## config.mk

```make
export PLATFORM = sky130hd
export DESIGN_NAME = addsub_block_accum
export DESIGN_NICKNAME = d
export VERILOG_FILES = /design/src/rtl/addsub_pkg.sv /design/src/rtl/addsub_block_accum.sv
export SDC_FILE = /design/constraint.sdc
export NUM_CORES = 1
export LEC_CHECK = 0
export ABC_CLOCK_PERIOD_IN_PS = 3950
export CORE_MARGIN = 5
export CORE_UTILIZATION = 58
export CTS_CLUSTER_DIAMETER = 200
export DETAILED_ROUTE_END_ITERATION = 10
export GPL_TIMING_DRIVEN = 0
export PLACE_DENSITY_LB_ADDON = 0.1
export SETUP_SLACK_MARGIN = 0.05
export SLEW_MARGIN = 20
export SYNTH_ARGS = -nofsm -noshare
export SYNTH_HDL_FRONTEND = slang
export SYNTH_SLANG_ARGS = --single-unit
```

## constraint.sdc

```tcl
create_clock -name clk_i -period 3.95 [get_ports clk_i]
set_input_delay 0.395 -clock clk_i [delete_from_list [all_inputs] [get_ports clk_i]]
set_output_delay 0.395 -clock clk_i [all_outputs]
set_load 0.02 [all_outputs]
```

## src/rtl/addsub_pkg.sv

```systemverilog
// Shared definitions for the 4-bit add/subtract result stage and its block accumulator.
package addsub_pkg;

    localparam int DEFAULT_DATA_W = 4;

    typedef enum logic [1:0] {
        S_IDLE,
        S_ACCUM,
        S_HOLD
    } accum_state_e;

endpackage

```

## src/rtl/addsub_block_accum.sv

```systemverilog
// Collects fixed-length blocks of unsigned add/sub results and hands out one
// registered sum/min/max summary per block over a valid/ready handshake.
module addsub_block_accum
    import addsub_pkg::*;
#(
    parameter int DATA_W    = DEFAULT_DATA_W,
    parameter int BLOCK_LEN = 4
) (
    input  logic                                  clk_i,
    input  logic                                  rst_i,
    input  logic                                  clear_i,
    input  logic                                  in_valid_i,
    output logic                                  in_ready_o,
    input  logic [DATA_W-1:0]                     in_data_i,
    output logic                                  out_valid_o,
    input  logic                                  out_ready_i,
    output logic [DATA_W+$clog2(BLOCK_LEN)-1:0]   out_sum_o,
    output logic [DATA_W-1:0]                     out_min_o,
    output logic [DATA_W-1:0]                     out_max_o,
    output logic                                  busy_o
);

    localparam int ACC_W = DATA_W + $clog2(BLOCK_LEN);
    localparam int CNT_W = $clog2(BLOCK_LEN + 1);
    localparam logic [CNT_W-1:0] LAST_IDX = CNT_W'(BLOCK_LEN - 1);

    accum_state_e      state;
    logic [CNT_W-1:0]  count;
    logic [ACC_W-1:0]  sumAcc;
    logic [DATA_W-1:0] minAcc;
    logic [DATA_W-1:0] maxAcc;
    logic [ACC_W-1:0]  outSum;
    logic [DATA_W-1:0] outMin;
    logic [DATA_W-1:0] outMax;
    logic              inReady;
    logic              outValid;
    logic              busy;

    logic              accept;
    logic              firstSample;
    logic [ACC_W-1:0]  nextSum;
    logic [DATA_W-1:0] nextMin;
    logic [DATA_W-1:0] nextMax;

    // The first sample of a block seeds the accumulators instead of merging into stale values.
    always_comb begin
        accept      = in_valid_i && inReady;
        firstSample = (count == '0);
        nextSum     = ACC_W'(in_data_i);
        nextMin     = in_data_i;
        nextMax     = in_data_i;
        if (!firstSample) begin
            nextSum = sumAcc + ACC_W'(in_data_i);
            nextMin = (in_data_i < minAcc) ? in_data_i : minAcc;
            nextMax = (in_data_i > maxAcc) ? in_data_i : maxAcc;
        end
    end

    // Handshake outputs are registered alongside the state so no input reaches an output combinationally.
    always_ff @(posedge clk_i) begin
        if (rst_i) begin
            state    <= S_IDLE;
            count    <= '0;
            sumAcc   <= '0;
            minAcc   <= '0;
            maxAcc   <= '0;
            outSum   <= '0;
            outMin   <= '0;
            outMax   <= '0;
            inReady  <= 1'b1;
            outValid <= 1'b0;
            busy     <= 1'b0;
        end else if (clear_i) begin
            state    <= S_IDLE;
            count    <= '0;
            sumAcc   <= '0;
            minAcc   <= '0;
            maxAcc   <= '0;
            inReady  <= 1'b1;
            outValid <= 1'b0;
            busy     <= 1'b0;
        end else begin
            case (state)
                S_IDLE, S_ACCUM: begin
                    if (accept) begin
                        sumAcc <= nextSum;
                        minAcc <= nextMin;
                        maxAcc <= nextMax;
                        busy   <= 1'b1;
                        if (count == LAST_IDX) begin
                            state    <= S_HOLD;
                            count    <= '0;
                            outSum   <= nextSum;
                            outMin   <= nextMin;
                            outMax   <= nextMax;
                            outValid <= 1'b1;
                            inReady  <= 1'b0;
                        end else begin
                            state <= S_ACCUM;
                            count <= count + 1'b1;
                        end
                    end
                end
                S_HOLD: begin
                    if (out_ready_i) begin
                        state    <= S_IDLE;
                        outValid <= 1'b0;
                        inReady  <= 1'b1;
                        busy     <= 1'b0;
                    end
                end
                default: begin
                    state    <= S_IDLE;
                    count    <= '0;
                    outValid <= 1'b0;
                    inReady  <= 1'b1;
                    busy     <= 1'b0;
                end
            endcase
        end
    end

    assign in_ready_o  = inReady;
    assign out_valid_o = outValid;
    assign out_sum_o   = outSum;
    assign out_min_o   = outMin;
    assign out_max_o   = outMax;
    assign busy_o      = busy;

endmodule

```

==> results.cfg, run 1 <==
[status]
status = complete, no violations

[timing]
skew_ns = 0.01010
finalHoldViolCount = 0
final_max_slew_viol_count = 0
fin_crit_ns = 2.317
timing.final.crit_share_pct = 58.66
tightest_slew_ns = 0.5071
finalSetupViolations = 0
fmax_mhz = 431.6
tns_ns = 0
hold_slack_ns = 0.4637
rsz0062_at_grt = false
slew-limit-headroom_pct = 66.13

[detailed_routing]
drc = 0
route.vias.total = 1637
avgViaCountPerCell = 5.512
ant_nets = 0
drt_wl_total_um = 4067
first_iter_violations = 106
drtPass1Iterations = 4
wire_per_inst_um = 13.69

[run]
maxCapViolations = 0

[synthesis]
ys_seq_area_share_pct = 38.81
synth_area_leaders = dfxtp_1 39%, ha_1 8.8%, nor2_1 8.1%
synth-seq-cells = 36
yosysTopAreaCell = dfxtp_1
avgSynthCellArea_sq_um = 8.440
yosysWarnings = 0
synthCells = 220
netlist_area_sq_um = 1857
synth_nets = 243
ys_types = 37
synth_top_area_share_pct = 38.81

[clock_tree]
post-cts-setup-buffer-count = 0
path_clk_slew_ns = 0.10
clock_latency_ns = 0.35
cts_hold_buf = 0
cts_htree_levels = 2
post_cts_resized = 0
numCtsBuffers = 5
tritoncts = done
cts-root-buf = clkbuf_4
cts_max_path_buffers = 2
cts.sinks = 36

[pwr]
p_comb_share_pct = 13.2
p_total_uw = 674.3
switchingPower_uw = 181.1
intPower_uw = 493.2
switching_share_pct = 26.86
power_frac_clock_pct = 31.3
sequentialPowerShare_pct = 55.5
irDropWorstVdd_uv = 184.0
leakage_uw = 0.0008113
powerDensity_nw_per_um2 = 303.6

[setup_path]
critPathMaxStageDelay_ns = 0.67
critPathKind = in -> reg
r2r-start = maxAcc[1]$_SDFFE_PP0P_
cp-start-kind = primary input
worst-r2r-setup-slack_ns = 2.07
rr_worst_depth = 6
crit_fanout = 8
end_kind = register
critPathArrivalTime_ns = 2.58
cp_cell_sequence = clkdlybuf4s50_1 -> ha_1 -> inv_1 -> fa_1 -> nor2b_1 -> o21ai_0 -> a211oi_1 -> nor2_1 -> o31ai_1
cp_data_required_time_ns = 4.21
timing.rr.end = out_max_o[1]$_SDFFE_PP0P_
cp_slowest_cell = clkdlybuf4s50_1

[worst_hold_path]
holdPathEnd = count[2]$_SDFFE_PP0P_
holdCritPathClass = reg -> reg
hold_path_depth = 2
hold_start = count[2]$_SDFFE_PP0P_

[floorplan]
placement_rows = 20
chipHeight_um = 66.58
dieArea_sq_um = 4433
die_w_um = 66.58
io_pins = 26
initial_core_util_pct = 60.82
coreArea_sq_um = 3053

[finish]
antenna_cells = 0
drive_gt1_share_pct = 5.929
syn_to_final_growth_pct = 19.61
fin_nets = 275
fin_util_pct = 72.75

[global_routing]
antenna_found_initial = 0
grt_max_degree = 11
gr-total-overflow = 0
grt_pass1_wl_um = 7031
grt_use_total_pct = 21.25
grt_pass1_vias = 1519

[place]
hpwl_um = 2927
io_buffers = 25
globalplace.congestion = 0.8933
[power groups by stage]
stage	sequential [uW]	clock (uW)	combinational [uW]
final	374	211	89.0
after floorplan	382	0	57.4
after CTS	374	217	89.0
after detailed placement	382	0	88.2
after global placement	382	0	86.3
after global routing	375	237	101
[per-layer routing]
layer	up-vias	GRT usage, %	wire (um)
met3	7	6.745	182
met2	28	33.04	1894
met5	-	0	0
met1	758	26.81	1921
met4	0	9.137	68
li1	844	-	-
[registers in the layout, summed over array words and instances, names as in the netlist]
| signal | cells |
|---|---|
| state | 2 |
| busy_o | 1 |
| maxAcc | 4 |
| minAcc | 4 |
| out_valid_o | 1 |
| out_min_o | 4 |
| out_max_o | 4 |
| out_sum_o | 6 |
| sumAcc | 6 |
| count | 3 |
| in_ready_o | 1 |
[kinds of logic after synthesis]
kind of cell / count (synthesis) / synth area share [%]
DFF: 36 / 38.81
muxes: 10 / 5.391
adders and majority gates: 14 / 9.839
and+or+nand+nor: 84 / 21.63
buffers and inverters: 24 / 5.391
AOI/OAI and AO/OA: 51 / 18.46
xor gates and xnor gates: 1 / 0.4718
[stage by stage]
| stage | cell area (sq um) | cells | setup slack [ns] |
|---|---|---|---|
| 2_1_floorplan | 1857 | 220 | 2.205 |
| 5_1_grt | 2221 | 297 | 1.518 |
| 3_5_place_dp | 2162 | 289 | 1.286 |
| 3_3_place_gp | 2162 | 289 | 1.330 |
| 4_1_cts | 2221 | 297 | 1.655 |
| 6_report | 2221 | 297 | 1.633 |
[how the worst max path moves through the flow]
stage	slack (ns)	start	to	cells after the start
3_3_place_gp	1.33	in_data_i[0]	sumAcc[4]$_SDFFE_PP0P_	9
2_1_floorplan	2.20	in_data_i[0]	sumAcc[4]$_SDFFE_PP0P_	8
6_report	1.63	in_data_i[0]	sumAcc[4]$_SDFFE_PP0P_	9
4_1_cts	1.66	in_data_i[0]	sumAcc[4]$_SDFFE_PP0P_	9
5_1_grt	1.52	in_data_i[0]	out_sum_o[4]$_SDFFE_PP0P_	9
3_5_place_dp	1.29	in_data_i[0]	sumAcc[4]$_SDFFE_PP0P_	9
[synth_stat cells]
| cell type | count |
|---|---|
| nor2_1 | 40 |
| dfxtp_1 | 36 |
| inv_1 | 15 |
| a211oi_1 | 13 |
| ha_1 | 13 |
| o21ai_0 | 11 |
| a21oi_1 | 10 |
| mux2i_1 | 10 |
| nand2_1 | 9 |
| nand3_1 | 9 |
| nor2b_1 | 6 |
| clkbuf_1 | 5 |
| nor3_1 | 5 |
| o31ai_1 | 5 |
| a2111oi_1 | 3 |
| and2b_1 | 2 |
| buf_2 | 2 |
| buf_4 | 2 |
| nand2b_1 | 2 |
| nand3b_1 | 2 |
| o21a_1 | 2 |
| o21ai_1 | 2 |
| o41ai_1 | 2 |
| a211oi_2 | 1 |
| a21oi_2 | 1 |
| and2_1 | 1 |
| and2_4 | 1 |
| and3b_2 | 1 |
| and4_1 | 1 |
| fa_1 | 1 |
| nand4_1 | 1 |
| nor3b_1 | 1 |
| nor4_1 | 1 |
| o2111ai_1 | 1 |
| or2_2 | 1 |
| or4_1 | 1 |
| xor2_1 | 1 |
[placed cells by master, fill, tap and decap left out, drive strengths merged]
cell and n:
buf 4, nor3b 1, and2 2, a21oi 11, and3b 1, nor3 5, nand2 9, nand3b 2
mux2i 10, a211oi 14, and4 1, o41ai 2, or2 1, dfxtp 36, o21ai 13, o21a 2
nand4 1, a2111oi 3, fa 1, nor2b 6, o31ai 5, xor2 1, nor2 40, clkdlybuf4s50 25
nand3 9, ha 13, o2111ai 1, nor4 1, or4 1, nand2b 2, inv 15, clkbuf 13
and2b 2
[layout make-up]
type / instances / area (sq um)
inverter: 15 / 56.30
multi-input combinational: 160 / 1036
fill: 273 / 832.0
clock buffer: 8 / 58.81
sequential: 36 / 720.7
buffer: 9 / 43.79
tap: 44 / 55.05
timing repair buffer: 25 / 250.2
[critical path, delay by kind of cell]
| kind | cells | cell delay [ns] |
|---|---|---|
| AO/OA/AOI/OAI | 3 | 0.60 |
| adder cells (fa/ha/maj) | 2 | 0.62 |
| buffers and inverters | 2 | 0.73 |
| AND/OR/NAND/NOR | 2 | 0.24 |
No activity file was read; power rests on OpenSTA's default activity.
==> inputs of run 2 (changes only) <==
--- a/config.mk
+++ b/config.mk
@@ -5,9 +5,9 @@
 export SDC_FILE = /design/constraint.sdc
 export NUM_CORES = 1
 export LEC_CHECK = 0
-export ABC_CLOCK_PERIOD_IN_PS = 3950
+export ABC_CLOCK_PERIOD_IN_PS = 2000
 export CORE_MARGIN = 5
-export CORE_UTILIZATION = 58
+export CORE_UTILIZATION = 49
 export CTS_CLUSTER_DIAMETER = 200
 export DETAILED_ROUTE_END_ITERATION = 10
 export GPL_TIMING_DRIVEN = 0
==> constraint.sdc (replaced) <==
create_clock -name clk_i -period 2 [get_ports clk_i]
set_input_delay 0.2 -clock clk_i [delete_from_list [all_inputs] [get_ports clk_i]]
set_output_delay 0.2 -clock clk_i [all_outputs]
set_load 0.02 [all_outputs]
==> run 2 against run 1 <==
  * Clock skew down 0.0013 ns
  * Critical path depth down 1
  * Design area rose by 4.3%
  * Flip-flop and latch count unchanged
  * Global-route usage is 3.7 points lower
  * Largest power group unchanged
==> results.cfg, run 2 (same netlist as run 1, synthesis figures left out) <==
[finish]
fill_cells = 345
final_cell_mix = 39 x nor2_1, 35 x dfxtp_1, 21 x clkdlybuf4s50_1, 15 x inv_1
fin_util_pct = 63.26
multi_input_area_sq_um = 1077
antenna_cells = 0
syn_to_final_growth_pct = 24.73
fin_nets = 280
final_common_cell = nor2_1
final-seq-area_sq_um = 721.9
drive_gt1_share_pct = 12.45

[floorplan]
dieArea_sq_um = 5120
die_w_um = 71.56
chipHeight_um = 71.56
coreArea_sq_um = 3661
initial_core_util_pct = 50.72
placement_rows = 22
io_pins = 26

[setup_path]
cp_data_required_time_ns = 2.19
cp-start-kind = register
cp.buffers_inverters = 2
cp_slowest_cell = dfxtp_1
critPathMaxStageDelay_ns = 0.34
crit_fanout = 6
cp_top_family = compound AO/OA/AOI/OAI gates
critPathKind = reg -> reg
end_kind = register
critPathArrivalTime_ns = 2.03
cp_cell_sequence = inv_1 -> ha_1 -> o21a_1 -> o31ai_4 -> a21oi_2 -> buf_4 -> nor3_1 -> a2111oi_2

[run]
maxCapViolations = 0

[global_routing]
antenna_found_initial = 0
grt_use_total_pct = 17.59
gr-total-overflow = 0
grt_pass1_vias = 1496
grt_pass1_wl_um = 7038
grt_max_degree = 11

[clock_tree]
cts_htree_levels = 2
tritoncts = done
cts_hold_buf = 0
clock_latency_ns = 0.28
cts_max_path_buffers = 2
numCtsBuffers = 5
cts-root-buf = clkbuf_8
cts.sinks = 36
path_clk_slew_ns = 0.07

[detailed_routing]
drc = 0
ant_nets = 0
route.vias.total = 1610
wire_per_inst_um = 13.68
drt_wl_total_um = 4171
avgViaCountPerCell = 5.279
drtPass1Iterations = 4
first_iter_violations = 87

[pwr]
leakage_uw = 0.0008584
p_total_uw = 1409
irDropWorstVdd_uv = 330.2
powerDensity_nw_per_um2 = 608.5

[timing]
fin_crit_ns = 1.841
skew_ns = 0.008815
tightest_slew_ns = 0.5179
fmax_mhz = 543.1
fin_ws_ns = 0.1588
rsz0062_at_grt = false
timing.final.crit_share_pct = 92.06
finalSetupViolations = 0
finalHoldViolCount = 0
tns_ns = 0
slew-limit-headroom_pct = 65.47
final_max_slew_viol_count = 0

[status]
status = complete, no violations

[place]
globalplace.congestion = 0.8232
pre_cts_slack_ns = -0.4833
io_buffers = 25
hpwl_um = 3024

[worst_hold_path]
holdCritPathClass = in -> reg
[run 2: per-layer routing]
metal  vias to the layer above  GRT usage [%]  part of all wire [%]
met5                         -              0                     0
met4                         0          7.516                  0.91
met3                         5          3.506                   3.9
met2                        24          27.24                    45
met1                       735          23.75                    50
li1                        846              -                     -
[run 2: area by class of cell]
type	count	area share, %
multi-input combinational	160	46.52
sequential	36	31.17
timing repair buffer	30	12.05
clock buffer	6	3.133
tap	48	2.593
inverter	15	2.431
buffer	9	1.891
clock inverter	1	0.2161
[run 2: final timing paths]
kind	from	end	slack [ns]	depth (start not counted)
worst max-delay path	maxAcc[2]$_SDFFE_PP0P_	out_max_o[0]$_SDFFE_PP0P_	0.16	8
worst min-delay path	in_data_i[0]	maxAcc[0]$_SDFFE_PP0P_	0.31	3
worst max register to register	maxAcc[2]$_SDFFE_PP0P_	out_max_o[0]$_SDFFE_PP0P_	0.16	8
worst min register to register	out_sum_o[4]$_SDFFE_PP0P_	out_sum_o[4]$_SDFFE_PP0P_	0.46	2
[run 2: report_power, final]
| part | switching (uW) | total, uW | internal, uW |
|---|---|---|---|
| clock | 247 | 483 | 237 |
| combinational | 110 | 187 | 76.5 |
| sequential | 8.95 | 739 | 730 |
| total | 366 | 1410 | 1040 |
[run 2: worst min-delay path, stage by stage]
cell,delay (ns)
clkbuf_2,0.17
nand3_1,0.10
o21ai_0,0.07
[run 2: what timing repair did]
| action | CTS | global route |
|---|---|---|
| gates resized for setup | 4 | 17 |
| endpoints found under the setup margin | 12 | 15 |
| buffers inserted | 2 | 3 |
| pin swaps | 1 | 4 |
[run 2: metrics by stage]
stage          area [sq um]  hold WS [ns]  cells
2_1_floorplan          1857        0.2768    220
3_3_place_gp           2167        0.4473    293
3_5_place_dp           2167        0.4516    293
4_1_cts                2261        0.4649    302
5_1_grt                2316        0.3307    305
6_report               2316        0.3062    305
